--- src/rtl/mem_stage_pkg.sv ---
// Shared types for the MEM stage: controller state encoding and register-file address width.
package mem_stage_pkg;

  localparam int unsigned REG_ADDR_W = 5;

  typedef enum logic [1:0] {
    IDLE = 2'd0,
    REQ  = 2'd1,
    WAIT = 2'd2,
    DONE = 2'd3
  } state_t;

endpackage

--- src/rtl/buffer_MEMtoWB.sv ---
// MEM/WB pipeline register; a bubble loads an all-zero (invalid, no-write) entry.
module buffer_MEMtoWB
  import mem_stage_pkg::*;
#(
  parameter int unsigned N = 64
) (
  input  logic                  clk,
  input  logic                  rst,
  input  logic                  bubble,
  input  logic                  valid_in,
  input  logic                  memToReg_in,
  input  logic                  regWrite_in,
  input  logic [REG_ADDR_W-1:0] writeReg_in,
  input  logic [N-1:0]          ALUResult_in,
  input  logic [N-1:0]          readData_in,
  output logic                  valid_wb,
  output logic                  memToReg_wb,
  output logic                  regWrite_wb,
  output logic [REG_ADDR_W-1:0] writeReg_wb,
  output logic [N-1:0]          ALUResult_wb,
  output logic [N-1:0]          readData_wb
);

  always_ff @(posedge clk) begin
    if (rst || bubble) begin
      valid_wb     <= 1'b0;
      memToReg_wb  <= 1'b0;
      regWrite_wb  <= 1'b0;
      writeReg_wb  <= '0;
      ALUResult_wb <= '0;
      readData_wb  <= '0;
    end else begin
      valid_wb     <= valid_in;
      memToReg_wb  <= memToReg_in;
      regWrite_wb  <= regWrite_in;
      writeReg_wb  <= writeReg_in;
      ALUResult_wb <= ALUResult_in;
      readData_wb  <= readData_in;
    end
  end

endmodule

--- src/rtl/mem_stage_ctrl.sv ---
// MEM-stage controller: runs data-memory accesses over req/gnt/rvalid, stalls upstream
// while an access is outstanding, and feeds the MEM/WB register.
module mem_stage_ctrl
  import mem_stage_pkg::*;
#(
  parameter int unsigned N       = 64,
  parameter int unsigned TIMEOUT = 255
) (
  input  logic                  clk,
  input  logic                  rst,
  input  logic                  valid_in,
  input  logic                  memWrite_in,
  input  logic                  memRead_in,
  input  logic                  memToReg_in,
  input  logic                  regWrite_in,
  input  logic [REG_ADDR_W-1:0] writeReg_in,
  input  logic [N-1:0]          ALUResult_in,
  input  logic [N-1:0]          writeDataMem_in,
  output logic                  stall,
  output logic                  dmem_req,
  output logic                  dmem_we,
  output logic [N-1:0]          dmem_addr,
  output logic [N-1:0]          dmem_wdata,
  input  logic                  dmem_gnt,
  input  logic                  dmem_rvalid,
  input  logic [N-1:0]          dmem_rdata,
  output logic                  valid_wb,
  output logic                  memToReg_wb,
  output logic                  regWrite_wb,
  output logic [REG_ADDR_W-1:0] writeReg_wb,
  output logic [N-1:0]          ALUResult_wb,
  output logic [N-1:0]          readData_wb,
  output logic                  bus_err
);

  localparam int unsigned CNT_W = $clog2(TIMEOUT + 1);

  state_t           state;
  logic [CNT_W-1:0] to_cnt;
  logic             err_pend;
  logic [N-1:0]     rdata_q;
  logic             mem_op;
  logic             timeout_hit;
  logic             wb_regwrite;
  logic [N-1:0]     wb_rdata;

  assign mem_op      = valid_in & (memRead_in | memWrite_in);
  assign timeout_hit = (to_cnt == CNT_W'(TIMEOUT - 1));
  assign stall       = (state == REQ) || (state == WAIT) || ((state == IDLE) && mem_op);

  // A timed-out access still retires, but must not write the register file.
  assign wb_regwrite = regWrite_in & ~((state == DONE) & err_pend);
  assign wb_rdata    = (state == DONE) ? rdata_q : '0;

  always_ff @(posedge clk) begin
    if (rst) begin
      state      <= IDLE;
      to_cnt     <= '0;
      err_pend   <= 1'b0;
      bus_err    <= 1'b0;
      rdata_q    <= '0;
      dmem_req   <= 1'b0;
      dmem_we    <= 1'b0;
      dmem_addr  <= '0;
      dmem_wdata <= '0;
    end else begin
      case (state)
        IDLE: begin
          if (mem_op) begin
            state      <= REQ;
            to_cnt     <= '0;
            err_pend   <= 1'b0;
            rdata_q    <= '0;
            dmem_req   <= 1'b1;
            dmem_we    <= memWrite_in;
            dmem_addr  <= ALUResult_in;
            dmem_wdata <= writeDataMem_in;
          end
        end
        REQ: begin
          to_cnt <= to_cnt + CNT_W'(1);
          if (dmem_gnt && dmem_we) begin
            state    <= DONE;
            dmem_req <= 1'b0;
            dmem_we  <= 1'b0;
          end else if (timeout_hit) begin
            state    <= DONE;
            dmem_req <= 1'b0;
            dmem_we  <= 1'b0;
            err_pend <= 1'b1;
            bus_err  <= 1'b1;
          end else if (dmem_gnt) begin
            state    <= WAIT;
            dmem_req <= 1'b0;
          end
        end
        WAIT: begin
          to_cnt <= to_cnt + CNT_W'(1);
          if (dmem_rvalid) begin
            state   <= DONE;
            rdata_q <= dmem_rdata;
          end else if (timeout_hit) begin
            state    <= DONE;
            err_pend <= 1'b1;
            bus_err  <= 1'b1;
          end
        end
        DONE:    state <= IDLE;
        default: state <= IDLE;
      endcase
    end
  end

  buffer_MEMtoWB #(.N(N)) u_mem_wb (
    .clk          (clk),
    .rst          (rst),
    .bubble       (stall),
    .valid_in     (valid_in),
    .memToReg_in  (memToReg_in),
    .regWrite_in  (wb_regwrite),
    .writeReg_in  (writeReg_in),
    .ALUResult_in (ALUResult_in),
    .readData_in  (wb_rdata),
    .valid_wb     (valid_wb),
    .memToReg_wb  (memToReg_wb),
    .regWrite_wb  (regWrite_wb),
    .writeReg_wb  (writeReg_wb),
    .ALUResult_wb (ALUResult_wb),
    .readData_wb  (readData_wb)
  );

endmodule

--- config.mk ---
export PLATFORM = sky130hd
export DESIGN_NAME = mem_stage_ctrl
export DESIGN_NICKNAME = d
export VERILOG_FILES = /design/src/rtl/mem_stage_pkg.sv /design/src/rtl/buffer_MEMtoWB.sv /design/src/rtl/mem_stage_ctrl.sv
export SDC_FILE = /design/constraint.sdc
export NUM_CORES = 1
export LEC_CHECK = 0
export ABC_AREA = 1
export BUFFER_PORTS_ARGS = -buffer_cell sky130_fd_sc_hd__buf_4
export CELL_PAD_IN_SITES_DETAIL_PLACEMENT = 1
export CELL_PAD_IN_SITES_GLOBAL_PLACEMENT = 1
export CORE_AREA = 2 2 223 159
export CTS_BUF_LIST = sky130_fd_sc_hd__clkbuf_16
export CTS_CLUSTER_SIZE = 28
export DETAILED_ROUTE_END_ITERATION = 12
export DIE_AREA = 0 0 225 161
export GPL_TIMING_DRIVEN = 0
export PLACE_DENSITY = 0.84
export SKIP_CTS_REPAIR_TIMING = 1
export SYNTH_ARGS = -nofsm -noshare
export SYNTH_HDL_FRONTEND = slang
export SYNTH_SLANG_ARGS = --single-unit
--- constraint.sdc ---
create_clock -name clk -period 4.8 [get_ports clk]
set_input_delay 0.24 -clock clk [delete_from_list [all_inputs] [get_ports clk]]
set_output_delay 0.24 -clock clk [all_outputs]
set_load 0.01 [all_outputs]
==> metrics.md, run 1 <==
| Metric | Value |
|---|---|
| Outcome | complete, but fails checks |
| Seq/Total Area, Yosys | 59.8% |
| Max clock buf depth | 3 |
| Switch Pwr | 3.49 mW |
| Die W | 225 um |
| Syn avg cell area | 9.09 sq um |
| Synth top area cells | dfxtp_1 (60%), a21oi_1 (8.9%), a211oi_2 (7.0%), nor2_1 (5.1%), nand2_1 (5.0%) |
| Via Count | 11,600 |
| Worst Hold Slack | -0.0220 ns |
| Clock share of power | 27.9% |
| Worst reg2reg path depth | 7 |
| Int Pwr | 6.22 mW |
| Failing checks | negative hold slack |
| Share of layout cells above drive strength 1 | 34.0% |
| Count of cell types in the netlist | 28 |
| Flops & latches, synth | 342 |
| Setup Skew | 0.0239 ns |
| CTS HTree Levels | 2 |
| VDD IR-drop max | 0.000296 V |
| DR WL/cell | 21.7 um |
| R2r endpoint | dmem_wdata[40] |
| Synth warn | 0 |
| Clock root cell | clkbuf_16 |
| Critical path type | reg -> reg |
| Total die area | 0.0362 sq mm |
| Tcrit/Tclk final | 49.5% |
| Vias in the first global route | 11,600 |
| Final min period | 2.38 ns |
| Dominant synthesized flop cell | dfxtp_1 |
| Placed Area | 0.0156 sq mm |
| Synth top area share | 59.8% |
| Worst Path Required | 5.22 ns |
| Largest net degree at the start of global routing | 15 |
| DRT Wirelength | 50.8 mm |
| CTS tree | built |
| Fin area | 0.0177 sq mm |
| Reg2Reg Setup Slack | 2.42 ns |
| RSZ-0062 raised after global routing | no |
| CTS Buf Count | 35 |
| Endpoint, Worst Hold | u_mem_wb.ALUResult_wb[5] |
| Final Max Tran Viols | 0 |
| Post-Syn Area | 0.0114 sq mm |
| Fmax | 0.421 GHz |
| Initial antenna violation count | 8 |
| Final setup TNS | 0 ns |
| Worst r2r src | state[0] |
| Worst slew pin tran | 0.794 ns |
| Max cap viols | 0 |
| Worst-path maximum fanout | 10 |
| Drt via density | 4.93 |
| Hold path depth | 3 |
| Leak pwr | 8.09 nW |
| Final hold violations | 14 |
| Top Ports | 474 |
| DRC | 0 |
| Worst hold path class | in -> reg |
| Switching Fraction | 36.0% |
| Post-synth EDFFs | 0 |
| DRT antenna net count | 0 |
| I/O Buffers | 473 |
| Core Box Area | 0.0342 sq mm |
| Fin nets | 2,083 |
| GRT Residual Overflow | 0 |
| Final setup fails | 0 |
| Comb pwr share | 34.6% |
| GRT Total Usage | 23.3% |
| Setup crit start | state[0] |
| Initial DRC Count | 605 |
| Rows | 57 |
| Area leader, netlist | dfxtp_1 |
| Mapped Cells | 1,259 |
| PD cells | 549 mW/mm^2 |
| Slew HR | 47.0% |
| Seq pwr share | 37.6% |
| GP Congestion | 0.889 |
| Starting Density | 33.5% |
| DP HPWL | 32.8 mm |
| Worst setup EP type | flip-flop |
| Mapped Nets | 1,473 |
| Height of the die | 161 um |
| DR pass1 iterations | 7 |
| Worst-Skew Late Latency | 0.53 ns |
| Fraction of registers with async set/reset | 0% |
| First-pass GRT wire length | 65.3 mm |
| Hold Startpoint | ALUResult_in[5] |
| Area delta synth->final | 54.4% |
| Startpoint Class | flip-flop |
| Clk sink count | 342 |
| Crit path DAT | 2.80 ns |
| Worst-path clk slew | 0.06 ns |
==> worst max path at each step <==
| stage | to | slack (ns) | depth (start not counted) |
|---|---|---|---|
| floorplan | u_mem_wb.readData_wb[10] | 3.15 | 8 |
| global placement | u_mem_wb.readData_wb[9] | 2.65 | 8 |
| detailed placement | u_mem_wb.readData_wb[9] | 2.59 | 8 |
| CTS | u_mem_wb.readData_wb[9] | 2.51 | 8 |
| global route | dmem_wdata[40] | 2.27 | 7 |
| finish | dmem_wdata[40] | 2.42 | 7 |
==> synthesized netlist by cell type (3+ instances only) <==
cell type / instances
dfxtp_1: 342
a21oi_1: 204
nor2_1: 157
nand2_1: 153
inv_1: 149
a211oi_2: 64
o21ai_1: 54
buf_2: 46
clkbuf_1: 28
o21ai_0: 14
nand3_1: 10
ha_1: 8
buf_6: 7
inv_2: 4
o21bai_1: 3
==> through the flow <==
stage | total power, mW | setup slack [ns] | hold WS [ns] | cells | util, %
final | 9.71 | 2.42 | -0.0220 | 2346 | 51.7
after global routing | 10.2 | 2.27 | -0.0329 | 2345 | 51.7
after CTS | 9.55 | 2.51 | -0.0951 | 2237 | 48.8
after detailed placement | 6.84 | 2.59 | 0.430 | 2174 | 45.5
after global placement | 6.69 | 2.65 | 0.419 | 2174 | 45.5
after floorplan | 5.46 | 3.15 | 0.352 | 1259 | -
==> worst max-delay path, stage by stage, from the launching register on <==
cell	delay, ns
dfxtp_1	0.43
inv_1	0.12
ha_1	0.31
nand3_2	0.22
buf_2	0.31
buf_1	0.45
nand2_1	0.18
a21oi_1	0.24
==> layer usage <==
metal	up-vias	GRT usage, %	wire [um]
met4	0	8.34	2270
met1	5669	27.2	19800
li1	5260	-	-
met2	495	40.8	25300
met3	153	6.73	3480
met5	-	0	0
==> flip-flops by register name, indices dropped and copies added, names as in the netlist <==
register	cells
u_mem_wb.readData_wb	64
u_mem_wb.ALUResult_wb	64
to_cnt	8
u_mem_wb.valid_wb	1
err_pend	1
u_mem_wb.regWrite_wb	1
u_mem_wb.memToReg_wb	1
state	2
rdata_q	64
dmem_wdata	64
dmem_addr	64
u_mem_wb.writeReg_wb	5
bus_err	1
dmem_we	1
dmem_req	1
==> cells in the final DEF, fill, tap and decap left out, types with 10 or more instances in the layout <==
master and count:
a211oi_2 64, inv_1 159, a21oi_1 204, nand3_1 10
buf_2 46, dlygate4sd3_1 100, nor2_1 157, clkbuf_16 36
buf_4 475, o21ai_1 54, o21ai_0 14, nand2_1 153
clkbuf_1 28, dfxtp_1 342
==> cell type report <==
class,count,area (sq um)
inverter,153,574
clock inverter,27,201
tap,442,553
antenna,9,22.5
sequential,342,6850
clock buffer,36,901
buffer,84,433
multi-input combinational,680,3590
timing repair buffer,573,4550
fill,3896,16500
==> kinds of logic (layout without fill, tap and decap cells) <==
group | Yosys count | after routing | share of synthesized area [%]
compound gates | 343 | 343 | 19.4
xor+xnor | 2 | 2 | 0.153
fa+ha+maj | 8 | 8 | 0.874
buf+inv | 237 | 873 | 8.80
flops | 342 | 342 | 59.8
other cells | 0 | 9 | 0
simple gates | 327 | 327 | 11.0
==> power groups by stage <==
stage	combinational [mW]	clock [mW]	sequential [mW]
2_1_floorplan	1.65	0	3.81
3_3_place_gp	3.05	0	3.63
3_5_place_dp	3.17	0	3.66
4_1_cts	3.21	2.73	3.61
5_1_grt	3.61	2.87	3.68
6_report	3.36	2.71	3.65
Note: power is estimated with default switching activity, not from simulation.
==> run 2, diff against run 1 <==
Settings changed: ABC_AREA 1 to 0, CORE_AREA 2 2 223 159 to 2 2 232 165, DIE_AREA 0 0 225 161 to 0 0 234 167, PLACE_DENSITY 0.84 to 0.81.
Clock period 4.8 ns to 2 ns, I/O delays scaled along.
==> run 2 against run 1 <==
  * The run now ends clean
  * Wire length is 3.3% higher
  * Combinational power is 130% higher
  * Sequential power is 120% higher
  * Largest power group unchanged
  * Highest routed layer unchanged
==> metrics.md, run 2 <==
| Metric | Value |
|---|---|
| VDD IR-drop max | 0.000505 V |
| Crit path max-delay cell type | dfxtp_4 |
| Int Pwr | 15.1 mW |
| Final min period | 2.00 ns |
| Most common cell after layout, fill and taps aside | buf_4 |
| Area delta synth->final | 67.5% |
| Switch Pwr | 7.94 mW |
| Share of layout cells above drive strength 1 | 30.7% |
| GP Congestion | 0.851 |
| Drt via density | 4.84 |
| Adder-cell share of the synthesized area | 0.887% |
| Slew HR | 44.6% |
| Crit-path leading delay family | buffers and inverters |
| Highest routed metal layer | met4 |
| Final setup fails | 0 |
| Worst path cell trace | inv_2 > ha_2 > buf_6 > mux2_4 > a21boi_4 > buf_8 > buf_6 > nand3_1 > a21oi_1 |
| GRT Total Usage | 20.9% |
| Largest family of logic cells by synthesized area | simple AND/OR/NAND/NOR gates |
| Synth top area share | 60.7% |
| Via Count | 12,000 |
| Critical path type | reg -> reg |
| Worst Path Buf+Inv | 4 |
| Count of cell types in the netlist | 46 |
| Mapped Cells | 1,238 |
| Metal-1 WL | 20.2 mm |
| Leak pwr | 8.45 nW |
| Fraction of registers with async set/reset | 0% |
| Worst Path Required | 2.43 ns |
| Crit path DAT | 2.43 ns |
| DP HPWL | 31.9 mm |
| Worst-path maximum fanout | 10 |
| Largest net degree at the start of global routing | 15 |
| Worst hold path class | in -> reg |
| Rows | 59 |
| DRT antenna net count | 0 |
| Initial DRC Count | 566 |
| Vias in the first global route | 11,300 |
| Seq/Total Area, Yosys | 60.7% |
| Xor and xnor area share after synthesis | 0.388% |
| Die W | 234 um |
| Power Total | 23.0 mW |
| I/O Buffers | 472 |
| Clock root cell | clkbuf_16 |
| Tcrit/Tclk final | 99.8% |
| Top post-synthesis cells by count | dfxtp_1 (342), nand2_1 (324), a21oi_1 (200) |
| Fmax | 0.501 GHz |
| Met2 routed WL | 27.2 mm |
| CTS tree | built |
| Post-synth EDFFs | 0 |
| Most used cell, CP | buf_6 |
| Simple-gate share of the synthesized area | 22.7% |
| Initial antenna violation count | 4 |
| Worst-path clk slew | 0.07 ns |
| Worst Hold Slack | 0.0279 ns |
| DRT Wirelength | 52.5 mm |
| Critical Path Max Stage Delay | 0.37 ns |
| Outcome | completed |
| Most numerous cell in the Yosys netlist | dfxtp_1 |
| Worst slew pin tran | 0.831 ns |
| CTS HTree Levels | 2 |
| Mapped Nets | 1,452 |
| Dominant synthesized flop cell | dfxtp_1 |
| Switching Fraction | 34.4% |
| Max cap viols | 0 |
| Setup Skew | 0.0151 ns |
| Seq pwr share | 35.6% |
| DR WL/cell | 21.2 um |
| Flops & latches, synth | 342 |
| Height of the die | 167 um |
| Core Box Area | 0.0368 sq mm |
| GRT Residual Overflow | 0 |
| Total die area | 0.0391 sq mm |
| CTS Buf Count | 36 |
| Mux share of post-synthesis cell area | 0.310% |
| # fillers | 4,187 |
| Area leader, netlist | dfxtp_1 |
| Clock share of power | 31.0% |
| Routed wl met3 | 3.24 mm |
| Startpoint Class | flip-flop |
| Max clock buf depth | 3 |
| Final hold violations | 0 |
| Clk sink count | 342 |
| Most frequent cells in the layout | buf_4 (484), dfxtp_1 (340), nand2_1 (324), dlygate4sd3_1 (202), a21oi_1 (194) |
| Comb pwr share | 33.4% |
| Synth Area in Compound Gates | 10.6% |
| Final Max Tran Viols | 0 |
| Fin nets | 2,169 |
| Worst-Skew Late Latency | 0.52 ns |
| Synth top area cells | dfxtp_1 (61%), nand2_1 (11%), a21oi_1 (8.9%), and2_1 (3.9%), and3_1 (3.6%) |
| Post-Syn Area | 0.0113 sq mm |
| DRC | 0 |
| Syn avg cell area | 9.11 sq um |
| Top Ports | 474 |
| Synth warn | 0 |
| DR pass1 iterations | 4 |
| PD cells | 1220 mW/mm^2 |
| Worst setup EP type | flip-flop |
| Starting Density | 30.6% |
| First-pass GRT wire length | 63.7 mm |
==> run 2: changes by cell type in the layout (fill, tap and decap cells not counted), sizes merged, moves of 61 or more <==
cell         previous run  this run
a211oi                 65         4
and3                    0        65
o21ai                  69         5
nand2                 154       325
nor2                  158        12
inv                   164        14
dlygate4sd3           100       202
and2                    0        71
==> run 2: logic make-up (layout without fill, tap and decap cells) <==
kind of cell | Yosys count | after routing
simple gates | 554 | 554
flops | 342 | 342
compound gates | 224 | 224
buf+inv | 102 | 845
fa+ha+maj | 8 | 8
xor+xnor | 5 | 5
mux | 3 | 3
other cells | 0 | 4
==> run 2: path summary, 6_finish.rpt <==
kind          startpoint     endpoint  slack (ns)  depth (start not counted)
min reg2reg   rdata_q[5]   rdata_q[5]        0.45                          2
min          dmem_rvalid      bus_err        0.03                          4
max reg2reg     state[0]  rdata_q[37]       0.003                          9
max             state[0]  rdata_q[37]       0.003                          9
==> run 2: worst reg2reg max path: stages, from the launching register on <==
cell and delay, ns:
dfxtp_4 0.37, inv_2 0.11, ha_2 0.21, buf_6 0.15, mux2_4 0.18, a21boi_4 0.21, buf_8 0.18, buf_6 0.17
nand3_1 0.10, a21oi_1 0.23
==> run 2: cell type report <==
type                    instances  area (sq um)  area share [%]
clock buffers                  38           951            5.03
diodes                          4          10.0          0.0530
multi-input cells             794          3970            21.0
well taps                     488           611            3.23
repair buffers                681          5630            29.8
clock inverters                26           287            1.52
plain buffers                  93           566            2.99
inverters                       7          26.3           0.139
flip-flops and latches        342          6850            36.3
==> run 2: routing by layer <==
layer,vias to the layer above,global-route usage [%]
li1,5498,-
met1,5902,24.6
met2,452,35.9
met3,121,6.23
met4,0,7.35
met5,-,0
==> run 2: metrics by stage <==
step / worst slack [ns] / instance area [sq um] / instances / util [%] / setup TNS, ns
floorplan: 0.158 / 11300 / 1238 / - / 0
global route: -0.129 / 18900 / 2473 / 51.3 / -2.27
global placement: -0.396 / 15400 / 2198 / 41.9 / -56.96
detailed placement: -0.450 / 15400 / 2198 / 41.9 / -73.69
finish: 0.00301 / 18900 / 2473 / 51.3 / 0
CTS: -0.477 / 16700 / 2262 / 45.3 / -81.65
==> run 2: power groups by stage <==
stage	clock network [mW]	logic (mW)	registers (mW)
after floorplan	0	3.23	8.54
after global placement	0	6.43	8.21
after detailed placement	0	6.63	8.25
after CTS	7.19	6.67	8.11
after global routing	7.54	8.30	8.26
final	7.14	7.71	8.19
